File: src/rtl/excp_pkg.sv
// Shared types for the exception-tracking pipeline: error-vector bit indices,
// the per-stage record carried from fetch to memory, and the alignment helper.
package excp_pkg;

    localparam int EXC_RI     = 0;
    localparam int EXC_SYS    = 1;
    localparam int EXC_BP     = 2;
    localparam int EXC_ERET   = 3;
    localparam int EXC_ADES   = 4;
    localparam int EXC_ADEL_D = 5;
    localparam int EXC_ADEL_I = 6;
    localparam int EXC_OV     = 7;
    localparam int EXC_BD     = 9;
    localparam int EXC_MTC0   = 11;

    typedef struct packed {
        logic        valid;
        logic [31:0] pc;
        logic [7:0]  flags;
        logic        bd;
        logic        mtc0;
        logic [31:0] badvaddr;
    } excp_rec_t;

    // Size encoding 3 is unused by the datapath and never reported as misaligned.
    function automatic logic misaligned(input logic [1:0] size, input logic [1:0] addr_lo);
        return ((size == 2'd1) && addr_lo[0]) || ((size == 2'd2) && (addr_lo != 2'b00));
    endfunction

endpackage

File: src/rtl/excp_stage_reg.sv
// One pipeline record register. Priority: reset > flush > stall (hold) >
// upstream bubble > load. Flushed and bubbled slots are fully zeroed.
module excp_stage_reg
    import excp_pkg::*;
(
    input  logic      clk,
    input  logic      reset,
    input  logic      flush_i,
    input  logic      stall_i,
    input  logic      bubble_i,
    input  excp_rec_t rec_i,
    output excp_rec_t rec_o
);

    excp_rec_t rec_q;
    excp_rec_t rec_d;

    always_comb begin
        rec_d = rec_q;
        if (flush_i) begin
            rec_d = '0;
        end else if (stall_i) begin
            rec_d = rec_q;
        end else if (bubble_i) begin
            rec_d = '0;
        end else begin
            rec_d = rec_i;
        end
    end

    always_ff @(posedge clk) begin
        if (reset) begin
            rec_q <= '0;
        end else begin
            rec_q <= rec_d;
        end
    end

    assign rec_o = rec_q;

endmodule

File: src/rtl/excp_pipe.sv
// Exception-tracking pipeline F->D->E->M feeding CP0's error/BadVaddr/pcM.
// Define EXCP_ADDR_CHECK_EN to enable data-address alignment exceptions.
module excp_pipe
    import excp_pkg::*;
(
    input  logic        clk,
    input  logic        reset,
    input  logic [31:0] pcF,
    input  logic        validF,
    input  logic        stallD,
    input  logic        stallE,
    input  logic        stallM,
    input  logic        flush,
    input  logic        riD,
    input  logic        sysD,
    input  logic        bpD,
    input  logic        eretD,
    input  logic        mtc0D,
    input  logic        branchD,
    input  logic        ovE,
    input  logic        memrdE,
    input  logic        memwrE,
    input  logic [1:0]  sizeE,
    input  logic [31:0] addrE,
    output logic        memkillE,
    output logic [11:0] error,
    output logic [31:0] BadVaddr,
    output logic [31:0] pcM
);

    excp_rec_t fetch_rec, rec_fd, dec_rec, rec_de, exe_rec, rec_em;
    logic      stall_e, stall_d;
    logic      lastbr_q, lastbr_d;

    // A stage that cannot drain downstream must hold as well.
    assign stall_e = stallE | stallM;
    assign stall_d = stallD | stall_e;

    always_comb begin
        fetch_rec                   = '0;
        fetch_rec.valid             = validF;
        fetch_rec.pc                = pcF;
        fetch_rec.badvaddr          = pcF;
        fetch_rec.flags[EXC_ADEL_I] = validF & (pcF[1:0] != 2'b00);
    end

    excp_stage_reg u_fd (
        .clk(clk), .reset(reset), .flush_i(flush), .stall_i(stall_d),
        .bubble_i(1'b0), .rec_i(fetch_rec), .rec_o(rec_fd)
    );

    always_comb begin
        dec_rec      = rec_fd;
        dec_rec.bd   = rec_fd.valid & lastbr_q;
        dec_rec.mtc0 = rec_fd.valid & mtc0D;
        if (rec_fd.valid && !rec_fd.flags[EXC_ADEL_I]) begin
            dec_rec.flags[EXC_RI]   = riD;
            dec_rec.flags[EXC_SYS]  = sysD;
            dec_rec.flags[EXC_BP]   = bpD;
            dec_rec.flags[EXC_ERET] = eretD;
        end
    end

    always_comb begin
        lastbr_d = lastbr_q;
        if (flush) begin
            lastbr_d = 1'b0;
        end else if (rec_fd.valid && !stall_d) begin
            lastbr_d = branchD;
        end
    end

    always_ff @(posedge clk) begin
        if (reset) begin
            lastbr_q <= 1'b0;
        end else begin
            lastbr_q <= lastbr_d;
        end
    end

    excp_stage_reg u_de (
        .clk(clk), .reset(reset), .flush_i(flush), .stall_i(stall_e),
        .bubble_i(stall_d), .rec_i(dec_rec), .rec_o(rec_de)
    );

`ifdef EXCP_ADDR_CHECK_EN
    logic addr_bad;
    assign addr_bad = misaligned(sizeE, addrE[1:0]);
`else
    logic unused_addr;
    assign unused_addr = ^{memrdE, memwrE, sizeE, addrE};
`endif

    // Only the oldest exception survives: overflow masks the address checks.
    always_comb begin
        exe_rec = rec_de;
        if (rec_de.valid && (rec_de.flags == 8'h00)) begin
            exe_rec.flags[EXC_OV] = ovE;
`ifdef EXCP_ADDR_CHECK_EN
            if (!ovE && addr_bad) begin
                exe_rec.flags[EXC_ADEL_D] = memrdE;
                exe_rec.flags[EXC_ADES]   = memwrE;
                if (memrdE || memwrE) begin
                    exe_rec.badvaddr = addrE;
                end
            end
`endif
        end
    end

    assign memkillE = exe_rec.valid & (|exe_rec.flags);

    excp_stage_reg u_em (
        .clk(clk), .reset(reset), .flush_i(flush), .stall_i(stallM),
        .bubble_i(stall_e), .rec_i(exe_rec), .rec_o(rec_em)
    );

    always_comb begin
        error = '0;
        if (rec_em.valid) begin
            error[7:0]      = rec_em.flags;
            error[EXC_BD]   = rec_em.bd;
            error[EXC_MTC0] = rec_em.mtc0 & ~(|rec_em.flags);
        end
    end

    assign pcM      = rec_em.pc;
    assign BadVaddr = rec_em.badvaddr;

endmodule

File: config.mk
export PLATFORM = sky130hd
export DESIGN_NAME = excp_pipe
export DESIGN_NICKNAME = d
export VERILOG_FILES = /design/src/rtl/excp_pkg.sv /design/src/rtl/excp_stage_reg.sv /design/src/rtl/excp_pipe.sv
export SDC_FILE = /design/constraint.sdc
export NUM_CORES = 1
export LEC_CHECK = 0
export BUFFER_PORTS_ARGS = -buffer_cell sky130_fd_sc_hd__buf_2
export CORE_UTILIZATION = 51
export CTS_CLUSTER_DIAMETER = 40
export CTS_CLUSTER_SIZE = 28
export DETAILED_ROUTE_END_ITERATION = 8
export PLACE_DENSITY_LB_ADDON = 0.15
export SLEW_MARGIN = 10
export SYNTH_ARGS = -nofsm -noshare
export SYNTH_HDL_FRONTEND = slang
export SYNTH_HIERARCHICAL = 1
export SYNTH_SLANG_ARGS = --single-unit
File: constraint.sdc
create_clock -name clk -period 4.65 [get_ports clk]
set_clock_uncertainty 0.05 [all_clocks]
set_input_delay 0.2325 -clock clk [delete_from_list [all_inputs] [get_ports clk]]
set_output_delay 0.2325 -clock clk [all_outputs]
set_load 0.02 [all_outputs]
# Word-level counts from Yosys, hierarchy flattened

Cells that the tools add are included.

Register bits: 185
Output and inout port bits: 77
Logic and storage cells: 41
Input bits: 82

Bitwise logic cells: 8
Muxes and demuxes: 7
Reduce and logical (&&, ||, !) cells: 10

Operators with widths:

| cell               | count |
|---|---|
| two-way mux 75 bit | 2 |
| OR reduction 8 bit | 2 |
| logical NOT 8 bit  | 1 |
| two-way mux 8 bit  | 1 |
| bitwise AND 1 bit  | 5 |
| two-way mux 4 bit  | 1 |
| logical AND 1 bit  | 3 |
| two-way mux 1 bit  | 3 |
| logical NOT 1 bit  | 2 |
| bitwise OR 1 bit   | 2 |
| nonzero test 2 bit | 1 |
| OR reduction 2 bit | 1 |
| NOT 1 bit          | 1 |

# Depth between registers and ports, before layout

Word-level depth: 5
Depth in mapped cells: 6
Depth with buffers taken out: 4

# Cells and area by module

Netlist, hierarchy kept.

Modules (own cells, without submodules):

| module         | cells an instance | seq. area each (µm²) | area an instance (µm²) | instances |
|---|---|---|---|---|
| excp_stage_reg | 333               | 1501.4               | 2985.4                 | 3 |
| excp_pipe      | 36                | 20.0                 | 280.3                  | 1 |

# Worst setup path before layout

OpenSTA, ideal clock, no wires.

Path kind: input to register
Start point: input port stallM
End point: register u_de.rec_q (netlist bit u_de/rec_o[17])
Data required time: 4.530 ns
Buffers on the path: 2
Setup slack: 3.022 ns
Arrival: 1.507 ns
Library setup time: 0.070 ns
Stages on the path: 5
Cell sequence: or3_1 -> buf_6 -> clkbuf_1 -> or3b_1 -> a21oi_1

Longest elaborated chain between the ends: 3

RTL lines:

| element              | line                 | source |
|---|---|---|
| start, declared      | excp_pipe.sv:12      | `input logic stallM,` |
| bitwise OR 1 bit *   | excp_pipe.sv:36      | `assign stall_e = stallE \| stallM;` |
| bitwise OR 1 bit     | excp_pipe.sv:37      | `assign stall_d = stallD \| stall_e;` |
| two-way mux 75 bit   | excp_stage_reg.sv:24 | `end else if (bubble_i) begin` |
| end signal, assigned | excp_stage_reg.sv:35 | `rec_q <= rec_d;` |
| end, declared        | excp_stage_reg.sv:15 | `excp_rec_t rec_q;` |

Every way passes the cells marked *; elsewhere a longest branch is shown, timed or not.
A chain may end at the register's enable or synchronous reset.

# Worst setup path after layout

Start point: register u_em.rec_q (netlist bit u_em/rec_o[74])
End point: output port error[11]

Longest elaborated chain between the ends: 1

RTL lines:

| element                | line                 | source |
|---|---|---|
| start, declared        | excp_stage_reg.sv:15 |  |
| start signal, assigned | excp_stage_reg.sv:35 |  |
| two-way mux 1 bit      | excp_pipe.sv:120     | `if (rec_em.valid) begin` |
| end, declared          | excp_pipe.sv:26      | `output logic [11:0] error,` |

Every way passes these cells.

==> qor.csv <==
stage,metric,value,unit
run_status,outcome,"complete, no violations",
detailed_routing,post-route-drc-count,0,
detailed_routing,totalWireLength,19400,um
detailed_routing,dr.pass1.iters,4,
clock_network,numCtsBuffers,36,
clock_network,insertion_delay,480,ps
placed_design,placed_area,0.00966,mm2
setup_path,critPathLaunch,u_em/rec_o[74],
clock_network,ctsRootBufferMaster,clkbuf_16,
sta,hold_slack,57.2,ps
min_path,hp-class,input pin to flip-flop,
power,p_per_area,438,mW/mm2
global_route,grt_pass1_vias,6136,
clock_network,clk_path_buf_depth,3,
synth,synth_warnings,6,
synth,synth_cells,1027,
finish,drive_above_1_share,0.188,
power,fin_total_pwr,4760,uW
placed_design,io_buffers,120,
finish,syn2layout_area_growth,18.8,%
global_route,grt_max_degree,134,
setup_path,cp-end-kind,primary output,
floorplanning,die-area,0.0185,mm2
floorplanning,dieHeight,136,um
finish,fin_area,0.0109,mm2
sta,max_slew_margin,0.263,
floorplanning,io_pins,159,
detailed_routing,via_count,7034,
sta,final-max-slew-violation-count,0,
clock_network,cts.sinks,224,
synth,avgSynthCellArea,8.92,um2
synth,syn_area,0.00916,mm2
setup_path,r2r-start,u_de/rec_o[38],
power,power_leakage,0.00368,uW
setup_path,critPathKind,flip-flop to primary output,
min_path,hp-start,pcF[28],
setup_path,cp.required,4370,ps
detailed_routing,avgRoutedWirePerCell,14.4,um
clock_network,cts_hold_buf,0,
sta,rsz0062_at_grt,false,
setup_path,start_kind,flip-flop,
finish,mostFrequentLayoutCells,"224 x dfxtp_1, 223 x nand2_1, 223 x a21oi_1, 204 x or3b_1, 119 x buf_2",
clock_network,cts_resized,0,
global_route,track_usage,0.209,
finish,nNetsFinal,1186,
finish,mostFrequentLayoutCell,dfxtp_1,
floorplanning,rows,48,
detailed_routing,vias_per_cell,5.20,
global_route,grt_overflow,0,
setup_path,worstPathMaxFanout,11,
placed_design,routabilityCongestion,0.778,
clock_network,cts.clk_slew.worst_paths,50,ps
sta,fin_setup_tns,0,ps
clock_network,cts_setup_buffers,0,
floorplanning,start_util,0.526,
placed_design,dp_hpwl,11100,um
global_route,antenna_found_initial,0,
finish,antenna_cells,0,
detailed_routing,ant_nets,0,
sta,finalSetupViolCount,0,
clock_network,tritoncts,done,
detailed_routing,initialDrtViolationCount,367,
run,drv_cap,0,
floorplanning,coreArea,0.0174,mm2
power,vdd_drop_max,0.325,mV
global_route,grt_pass1_wl,31300,um
sta,fmax,509,MHz
sta,worstMarginPinSlew,1100,ps
sta,timing.final.crit_share,0.422,
sta,finalHoldViolations,0,
clock_network,htreeDepth,2,
floorplanning,fp.dieW,136,um
setup_path,crit_arrival,1680,ps
sta,min_period,1960,ps
==> where the power goes <==
| part | internal (uW) | switching, uW | total [uW] |
|---|---|---|---|
| combinational | 39.5 | 120 | 159 |
| clock | 1810 | 861 | 2670 |
| sequential | 1930 | 2.26 | 1930 |
==> cell type report <==
| type | instances | area, um2 |
|---|---|---|
| clock inverter | 14 | 203 |
| inverter | 1 | 3.75 |
| timing repair buffer | 126 | 673 |
| clock buffer | 47 | 1020 |
| sequential | 224 | 4480 |
| tap | 225 | 282 |
| fill | 1561 | 6530 |
| multi-input combinational | 715 | 4220 |
==> state kept, by name (all words and copies together), names as in the netlist <==
signal and cells:
lastbr_q 1, u_fd/rec_o 73, u_de/rec_o 75, u_em/rec_o 75
==> through the flow <==
step                setup slack (ps)  utilization  instances
floorplan                       3020            -       1038
global placement                2210        0.555       1291
detailed placement              2230        0.555       1291
CTS                             2670        0.625       1352
global route                    2500        0.625       1352
finish                          2690        0.625       1352
==> worst paths after layout <==
kind,endpoint,cells after the start,slack (ps)
worst max register to register,u_em/rec_o[41],4,2900
worst min-delay path,u_fd/rec_o[28],3,60
worst min register to register,u_fd/rec_o[7],2,400
worst max-delay path,error[11],3,2690
==> critical path: stages (launching register included) <==
cell and delay (ps):
dfxtp_1 550, nor4b_1 240, and4b_1 230, buf_2 160
==> per-layer routing <==
metal,vias up,share of wire,global-route usage
met4,0,0.015,0.0623
met3,29,0.043,0.0388
met2,139,0.43,0.313
met5,-,0,0
li1,3692,-,-
met1,3174,0.51,0.301
Power figures use the tool's default switching activity.
